==> config.mk <==
export PLATFORM = sky130hd
export DESIGN_NAME = aes_gcm_instance_feeder
export DESIGN_NICKNAME = d
export VERILOG_FILES = /design/src/rtl/aes_gcm_pkg.sv /design/src/rtl/aes_gcm_instance_feeder.sv
export SDC_FILE = /design/constraint.sdc
export NUM_CORES = 2
export LEC_CHECK = 0
export ABC_CLOCK_PERIOD_IN_PS = 2200
export CAP_MARGIN = 10
export CORE_AREA = 5 5 358 360
export CTS_CLUSTER_DIAMETER = 100
export DETAILED_ROUTE_END_ITERATION = 7
export DIE_AREA = 0 0 363 365
export SLEW_MARGIN = 20
export SYNTH_ARGS = -nofsm -noshare
export SYNTH_HDL_FRONTEND = slang
export SYNTH_SLANG_ARGS = --single-unit
==> constraint.sdc <==
create_clock -name clk -period 2.2 [get_ports clk]
set_input_delay 0.44 -clock clk [delete_from_list [all_inputs] [get_ports clk]]
set_output_delay 0.44 -clock clk [all_outputs]
set_load 0.005 [all_outputs]
==> src/rtl/aes_gcm_pkg.sv <==
`default_nettype none
// ============================================================================
// Package  : aes_gcm_pkg
// Purpose  : Block type, feeder FSM encoding and the GCM inc32 helper.
// Revision : 1.0 - initial release
// ============================================================================
package aes_gcm_pkg;

   // Bit 0 is the most significant bit, matching the GCM bit-string notation.
   typedef logic [0:127] block_t;

   typedef enum logic [1:0] {
      ST_IDLE = 2'd0,
      ST_AAD  = 2'd1,
      ST_PT   = 2'd2
   } feeder_state_t;

   // log2 of the block size in bits; turns a block count into a bit length.
   localparam int c_BLK_LOG2 = 7;

   // Increment the rightmost 32 bits modulo 2^32; bits [0:95] pass through.
   function automatic block_t fn_inc32(input block_t i_blk);
      block_t w_res;
      w_res          = i_blk;
      w_res[96:127]  = i_blk[96:127] + 32'd1;
      return w_res;
   endfunction

endpackage : aes_gcm_pkg
`default_nettype wire

==> src/rtl/aes_gcm_instance_feeder.sv <==
`default_nettype none
// ============================================================================
// Module   : aes_gcm_instance_feeder
// Purpose  : Turns one instance header plus its AAD/PT block stream into
//            registered pipeline beats for the AES-GCM encrypt stages.
// Revision : 1.0 - initial release
// ============================================================================
module aes_gcm_instance_feeder
   import aes_gcm_pkg::*;
#(
   parameter int LEN_W = 16
) (
   input  logic             clk,
   input  logic             rst_n,
   input  logic             i_hdr_valid,
   output logic             o_hdr_ready,
   input  logic [0:127]     i_j0,
   input  logic [LEN_W-1:0] i_aad_blocks,
   input  logic [LEN_W-1:0] i_pt_blocks,
   input  logic             i_data_valid,
   output logic             o_data_ready,
   input  logic [0:127]     i_data,
   output logic             o_valid,
   output logic [0:127]     o_plain_text,
   output logic [0:127]     o_aad,
   output logic [0:127]     o_j0,
   output logic [0:127]     o_cb,
   output logic [0:127]     o_instance_size,
   output logic             o_new_instance,
   output logic             o_pt_instance,
   output logic             o_last
);

   feeder_state_t    r_state;
   block_t           r_j0;
   block_t           r_cb;
   block_t           r_size;
   logic [LEN_W-1:0] r_aad_cnt;
   logic [LEN_W-1:0] r_pt_cnt;
   logic             r_first;

   logic             w_hdr_acc;
   logic             w_data_acc;
   logic             w_aad_last;
   logic             w_pt_last;
   logic             w_pt_none;
   logic [63:0]      w_len_a;
   logic [63:0]      w_len_c;
   block_t           w_hdr_size;
   block_t           w_hdr_cb;

   // Handshake readiness depends on state alone so it never loops back on valid.
   assign o_hdr_ready  = (r_state == ST_IDLE);
   assign o_data_ready = (r_state == ST_AAD) || (r_state == ST_PT);

   assign w_hdr_acc  = i_hdr_valid  && o_hdr_ready;
   assign w_data_acc = i_data_valid && o_data_ready;

   assign w_aad_last = (r_aad_cnt == LEN_W'(1));
   assign w_pt_last  = (r_pt_cnt  == LEN_W'(1));
   assign w_pt_none  = (r_pt_cnt  == '0);

   assign w_len_a    = 64'(i_aad_blocks) << c_BLK_LOG2;
   assign w_len_c    = 64'(i_pt_blocks)  << c_BLK_LOG2;
   assign w_hdr_size = {w_len_a, w_len_c};
   assign w_hdr_cb   = fn_inc32(i_j0);

   always_ff @(posedge clk or negedge rst_n) begin
      if (!rst_n) begin
         r_state         <= ST_IDLE;
         r_j0            <= '0;
         r_cb            <= '0;
         r_size          <= '0;
         r_aad_cnt       <= '0;
         r_pt_cnt        <= '0;
         r_first         <= 1'b0;
         o_valid         <= 1'b0;
         o_plain_text    <= '0;
         o_aad           <= '0;
         o_j0            <= '0;
         o_cb            <= '0;
         o_instance_size <= '0;
         o_new_instance  <= 1'b0;
         o_pt_instance   <= 1'b0;
         o_last          <= 1'b0;
      end else begin
         // Beat fields other than o_valid hold whenever no beat is produced.
         o_valid <= 1'b0;
         case (r_state)
            ST_IDLE: begin
               if (w_hdr_acc) begin
                  r_j0      <= i_j0;
                  r_cb      <= w_hdr_cb;
                  r_size    <= w_hdr_size;
                  r_aad_cnt <= i_aad_blocks;
                  r_pt_cnt  <= i_pt_blocks;
                  r_first   <= 1'b1;
                  if (i_aad_blocks != '0) begin
                     r_state <= ST_AAD;
                  end else if (i_pt_blocks != '0) begin
                     r_state <= ST_PT;
                  end else begin
                     // Empty instance: a single marker beat, no data phase.
                     r_first         <= 1'b0;
                     o_valid         <= 1'b1;
                     o_plain_text    <= '0;
                     o_aad           <= '0;
                     o_j0            <= i_j0;
                     o_cb            <= w_hdr_cb;
                     o_instance_size <= w_hdr_size;
                     o_new_instance  <= 1'b1;
                     o_pt_instance   <= 1'b0;
                     o_last          <= 1'b1;
                  end
               end
            end
            ST_AAD: begin
               if (w_data_acc) begin
                  o_valid         <= 1'b1;
                  o_plain_text    <= '0;
                  o_aad           <= i_data;
                  o_j0            <= r_j0;
                  o_cb            <= r_cb;
                  o_instance_size <= r_size;
                  o_new_instance  <= r_first;
                  o_pt_instance   <= 1'b0;
                  o_last          <= w_aad_last && w_pt_none;
                  r_first         <= 1'b0;
                  r_aad_cnt       <= r_aad_cnt - LEN_W'(1);
                  if (w_aad_last) begin
                     r_state <= w_pt_none ? ST_IDLE : ST_PT;
                  end
               end
            end
            ST_PT: begin
               if (w_data_acc) begin
                  o_valid         <= 1'b1;
                  o_plain_text    <= i_data;
                  o_aad           <= '0;
                  o_j0            <= r_j0;
                  o_cb            <= r_cb;
                  o_instance_size <= r_size;
                  o_new_instance  <= r_first;
                  o_pt_instance   <= 1'b1;
                  o_last          <= w_pt_last;
                  r_first         <= 1'b0;
                  r_cb            <= fn_inc32(r_cb);
                  r_pt_cnt        <= r_pt_cnt - LEN_W'(1);
                  if (w_pt_last) begin
                     r_state <= ST_IDLE;
                  end
               end
            end
            default: begin
               r_state <= ST_IDLE;
            end
         endcase
      end
   end

endmodule : aes_gcm_instance_feeder
`default_nettype wire

# Yosys cells after proc, flatten, opt, wreduce, memory -nomap -nowiden
# Index checks and enable logic that the tools add are counted.
# word_totals
input_bits	292
word_cells	119
ff_bits	967
# classes
eq_ne	13
bitwise	1
muxes	63
n_reduce_logical	21
add_sub_neg	4
# ops
operator	count
128-bit two-way mux	18
128-bit one-hot mux with 2 select lines	4
128-bit one-hot mux with 3 select lines	2
32-bit by 1-bit adder with 32-bit output, second input constant	2
16-bit two-way mux	4
16-bit one-hot mux with 2 select lines	2
16-bit by 1-bit == test with 1-bit output, second input constant	2
32-bit two-way mux	1
16-bit nonzero test	2
16-bit by 1-bit subtractor with 16-bit output, second input constant	2
1-bit two-way mux	18
16-bit logical NOT	1
2-bit two-way mux	8
2-bit inequality test, second input constant	6
3-bit AND reduction	4
6-bit AND reduction	2
1-bit one-hot mux with 2 select lines	3
1-bit one-hot mux with 3 select lines	2
2-bit one-hot mux with 3 select lines	1
2-bit nonzero test	3
5-bit AND reduction	1
2-bit by 1-bit inequality test with 1-bit output, second input constant	2
1-bit logical AND	3
3-bit by 1-bit inequality test with 1-bit output, second input constant	1
other kinds (8)	8

# Logic depth before layout (Yosys ltp)
# depth
word_depth	5
depth_mapped	11

# Worst setup path before layout
# Ideal clock, no wire load.
# synth_path
kind	register -> register
start	register r_state[0]
end	register o_last
required_ps	2072
period_less_slack_ps	2275
arrival_time_ps	2148
setup_time_ps	128
n_path_buf	3
path_stages_with_launch	11
setup_slack_ps	-75
path_cell_list	dfrtp_1 -> inv_1 -> ha_1 -> buf_2 -> nand2b_1 -> a22oi_1 -> nor3_1 -> o21ai_1 -> clkbuf_1 -> buf_2 -> mux2_1
# synth_between
elab_chain_cells	5
# synth_rtl
element	line	text
start, declared	aes_gcm_instance_feeder.sv:34	feeder_state_t r_state;
start signal, assigned	aes_gcm_instance_feeder.sv:131	r_state <= w_pt_none ? ST_IDLE : ST_PT;
2-bit by 1-bit == test with 1-bit output / 2-bit == test (equally long branches)	aes_gcm_instance_feeder.sv:54	assign o_data_ready = (r_state == ST_AAD) || (r_state == ST_PT);
1-bit logical OR *	aes_gcm_instance_feeder.sv:54	
named net o_data_ready	aes_gcm_instance_feeder.sv:21	output logic o_data_ready,
1-bit logical AND *	aes_gcm_instance_feeder.sv:57	assign w_data_acc = i_data_valid && o_data_ready;
2-bit inequality test (no line)	--	
6-bit AND reduction (no line) *	--	
end signal, assigned	aes_gcm_instance_feeder.sv:127	o_last <= w_aad_last && w_pt_none;
end signal, assigned	aes_gcm_instance_feeder.sv:145	o_last <= w_pt_last;
end, declared	aes_gcm_instance_feeder.sv:31	output logic o_last
# Mark *: on every way through the listed nets, which the timed path passes. The rest lies on a longest branch.
# A chain may end at the register's enable or synchronous reset.

# Worst setup path in the final report
# layout_path
start	input port i_pt_blocks[7]
end	register o_last
# layout_between
elab_chain_cells	3
# layout_rtl
element	line	text
start, declared	aes_gcm_instance_feeder.sv:19	input logic [LEN_W-1:0] i_pt_blocks,
16-bit nonzero test	aes_gcm_instance_feeder.sv:100	end else if (i_pt_blocks != '0) begin
2-bit inequality test (no line)	--	
6-bit AND reduction (no line)	--	
# Every way passes these cells.

==> impl_metrics.json <==
{
  "outcome": "finished, final reports clean",
  "crit_arrival_ns": 2.74,
  "p_per_area_nw_per_um2": 1520,
  "p_leak_nw": 26.23,
  "drtIter0Drc": 2801,
  "slew_headroom_pct": 39.15,
  "ant_nets": 0,
  "antenna_found_initial": 14,
  "timing.critical_path.to_type": "flip-flop",
  "clockBufferDepth": 3,
  "core_um2": 124800,
  "setup.worst_path.class": "input port to flip-flop",
  "vias": 33600,
  "post-route-util_pct": 45.08,
  "setup_viol": 0,
  "io_buffer_count": 841,
  "slowest_delay_ns": 0.48,
  "ys_types": 76,
  "fillers": 11920,
  "grt_max_degree": 142,
  "stdcell_area_um2": 56240,
  "async_flop_share_pct": 100.0,
  "nNetsFinal": 5613,
  "grt_pass1_vias": 32780,
  "hold_viol_final": 0,
  "io_pins": 938,
  "crit_path_start_kind": "input port",
  "dpl-instance-area_um2": 51620,
  "fp-row-count": 130,
  "remaining_drc_errors": 0,
  "ys_warn_count": 0,
  "clockRootBuffer": "clkbuf_16",
  "dieArea_um2": 132500,
  "min_period_ns": 2.186,
  "grt_usage_pct": 20.76,
  "grt_pass1_wl_um": 210800,
  "drv_slew": 0,
  "ys.flop_type": "dfrtp_1",
  "dpl.hpwl_um": 104400,
  "hold_path_class": "input port to async pin",
  "crit_fanout": 5,
  "overflow": 0,
  "die_h_um": 365,
  "rsz0062_at_grt": "yes",
  "clk_pin_slew_ns": 0.06,
  "cpLargestDelayFamily": "buffers and inverters",
  "cts_tree": "built",
  "drv_cap": 0,
  "path_cells": "clkdlybuf4s50_1, nor4_1, buf_4, nand4_1, buf_4, nor2_1, buf_4, o21ai_4, buf_8, buf_16, buf_4, mux2_1",
  "cts.htree.levels": 3,
  "vias_per_cell": 4.766,
  "synth_area_per_cell_um2": 9.276,
  "crit_top_cell": "buf_4",
  "required_ns": 2.75,
  "die_w_um": 363,
  "clk_latency_ns": 0.69,
  "timing.final.crit_share_pct": 99.34,
  "path_buf_inv": 7,
  "fmax_mhz": 457.5,
  "clock-sinks": 871,
  "cts_made_buffers": 101,
  "gp_congestion": 0.8497,
  "yosysSeqAreaShare_pct": 54.62,
  "synth_edf_count": 0,
  "final_cell_mix": "1,261 x nand2_1, 864 x dfrtp_1, 821 x clkdlybuf4s50_1, 351 x mux2i_1, 270 x inv_1",
  "fin_hold_ws_ns": 0.2568,
  "initial_core_util_pct": 31.98,
  "skew_ns": 0.04251,
  "final_layout_size_suffix_gt1_share_pct": 10.94,
  "vdd_drop_max_mv": 1.327,
  "first_pass_iters": 6,
  "post_drt_wl_per_cell_um": 20.70,
  "syn_inst": 4302,
  "critPathSlowestCell": "clkdlybuf4s50_1",
  "syn_area_um2": 39900,
  "worst_pin_slew_ns": 0.9013,
  "layout_commonest_cell": "nand2_1",
  "finalWirelength_um": 145900,
  "area_delta_synth_final_pct": 40.95,
  "ys_ff_latch": 871
}
==> kinds of logic after synthesis <==
kind of cell / count (synthesis) / synth area share (%)
XOR/XNOR: 14 / 0.3073
other: 1 / 0.009398
flip-flops: 871 / 54.62
buffers and inverters: 652 / 7.942
adder cells (fa/ha/maj): 11 / 0.3449
multiplexers: 362 / 9.103
AO/OA/AOI/OAI: 787 / 10.71
AND/OR/NAND/NOR: 1604 / 16.96
==> sequential cells by signal, summed over array words and instances (netlist names) <==
signal	count
o_cb	128
r_state	2
r_size	32
o_pt_instance	1
o_aad	128
r_aad_cnt	16
o_j0	128
o_instance_size	32
o_valid	1
r_cb	128
o_plain_text	128
o_new_instance	1
r_j0	128
o_last	1
r_pt_cnt	16
r_first	1
==> Yosys cell counts (all sizes together) (7+ instances only) <==
| cell type | number | area share (%) |
|---|---|---|
| a21oi | 240 | 3.0 |
| a22oi | 8 | 0.15 |
| a31oi | 11 | 0.17 |
| and3 | 12 | 0.19 |
| and4 | 9 | 0.20 |
| buf | 191 | 3.6 |
| clkbuf | 188 | 1.8 |
| dfrtp | 871 | 55 |
| ha | 11 | 0.34 |
| inv | 273 | 2.6 |
| mux2 | 7 | 0.20 |
| mux2i | 355 | 8.9 |
| nand2 | 1269 | 12 |
| nand2b | 9 | 0.14 |
| nand3 | 37 | 0.48 |
| nand4 | 25 | 0.45 |
| nor2 | 44 | 0.41 |
| nor2b | 98 | 1.5 |
| nor3 | 31 | 0.39 |
| nor4 | 33 | 0.57 |
| o21ai | 435 | 5.5 |
| o22ai | 24 | 0.38 |
| o31a | 10 | 0.22 |
| o31ai | 10 | 0.22 |
| o32ai | 14 | 0.31 |
| or2 | 7 | 0.12 |
| or3 | 8 | 0.13 |
| or4 | 8 | 0.15 |
| xnor2 | 10 | 0.22 |
==> metrics by stage <==
step                      worst slack, ns  total power, W  std cells  setup TNS, ns
after floorplan                  -0.02503         0.04691       4397         -5.028
after global placement            -0.9878         0.06411       6814        -478.52
after detailed placement          -0.9559         0.06479       6814        -468.86
after CTS                         -0.1498         0.08448       7011        -0.5635
after global routing             -0.02601         0.09114       7046        -0.1247
final                             0.01444         0.08548       7050              0
==> power by group <==
part / switching (W) / internal (W)
registers: 0.00426 / 0.0223
clock network: 0.00723 / 0.0107
logic: 0.0215 / 0.0194
==> layout make-up <==
class                   instances  area [um2]  area share, %
clock buffers                 141        2919          5.190
clock inverters                44       656.9          1.168
repair buffers               1189       12250          21.78
well taps                    1650        2064          3.671
inverters                     273        1027          1.826
flip-flops and latches        871       21800          38.77
multi-input cells            2874       15500          27.56
diodes                          8       20.02        0.03559
==> routing by layer <==
metal	wire length [um]	GRT usage [%]	vias to the layer above
met3	8938	4.168	210
met2	67590	33.14	1011
met5	55	0	-
met4	4841	7.020	8
met1	64500	28.40	16340
li1	-	-	16030
==> worst paths after layout <==
path	end	cells after the start	start	slack (ns)
max in group asynchronous	o_plain_text[61]	3	rst_n	0.95
hold reg to reg	r_j0[41]	2	r_j0[41]	0.47
hold / removal	o_j0[103]	2	rst_n	0.26
setup reg to reg	o_cb[101]	8	r_state[0]	0.06
min in group clk	o_aad[1]	3	i_data[1]	0.32
setup / recovery	o_last	12	i_pt_blocks[7]	0.01
==> repair_timing <==
action	in CTS	in global routing
resized for setup	50	61
pin swaps	2	5
setup buffers	4	17
gates cloned	7	15
setup endpoints to repair	488	520
hold endpoints to repair	15	0
hold buffers	1	0
No activity file was read; power rests on OpenSTA's default activity.
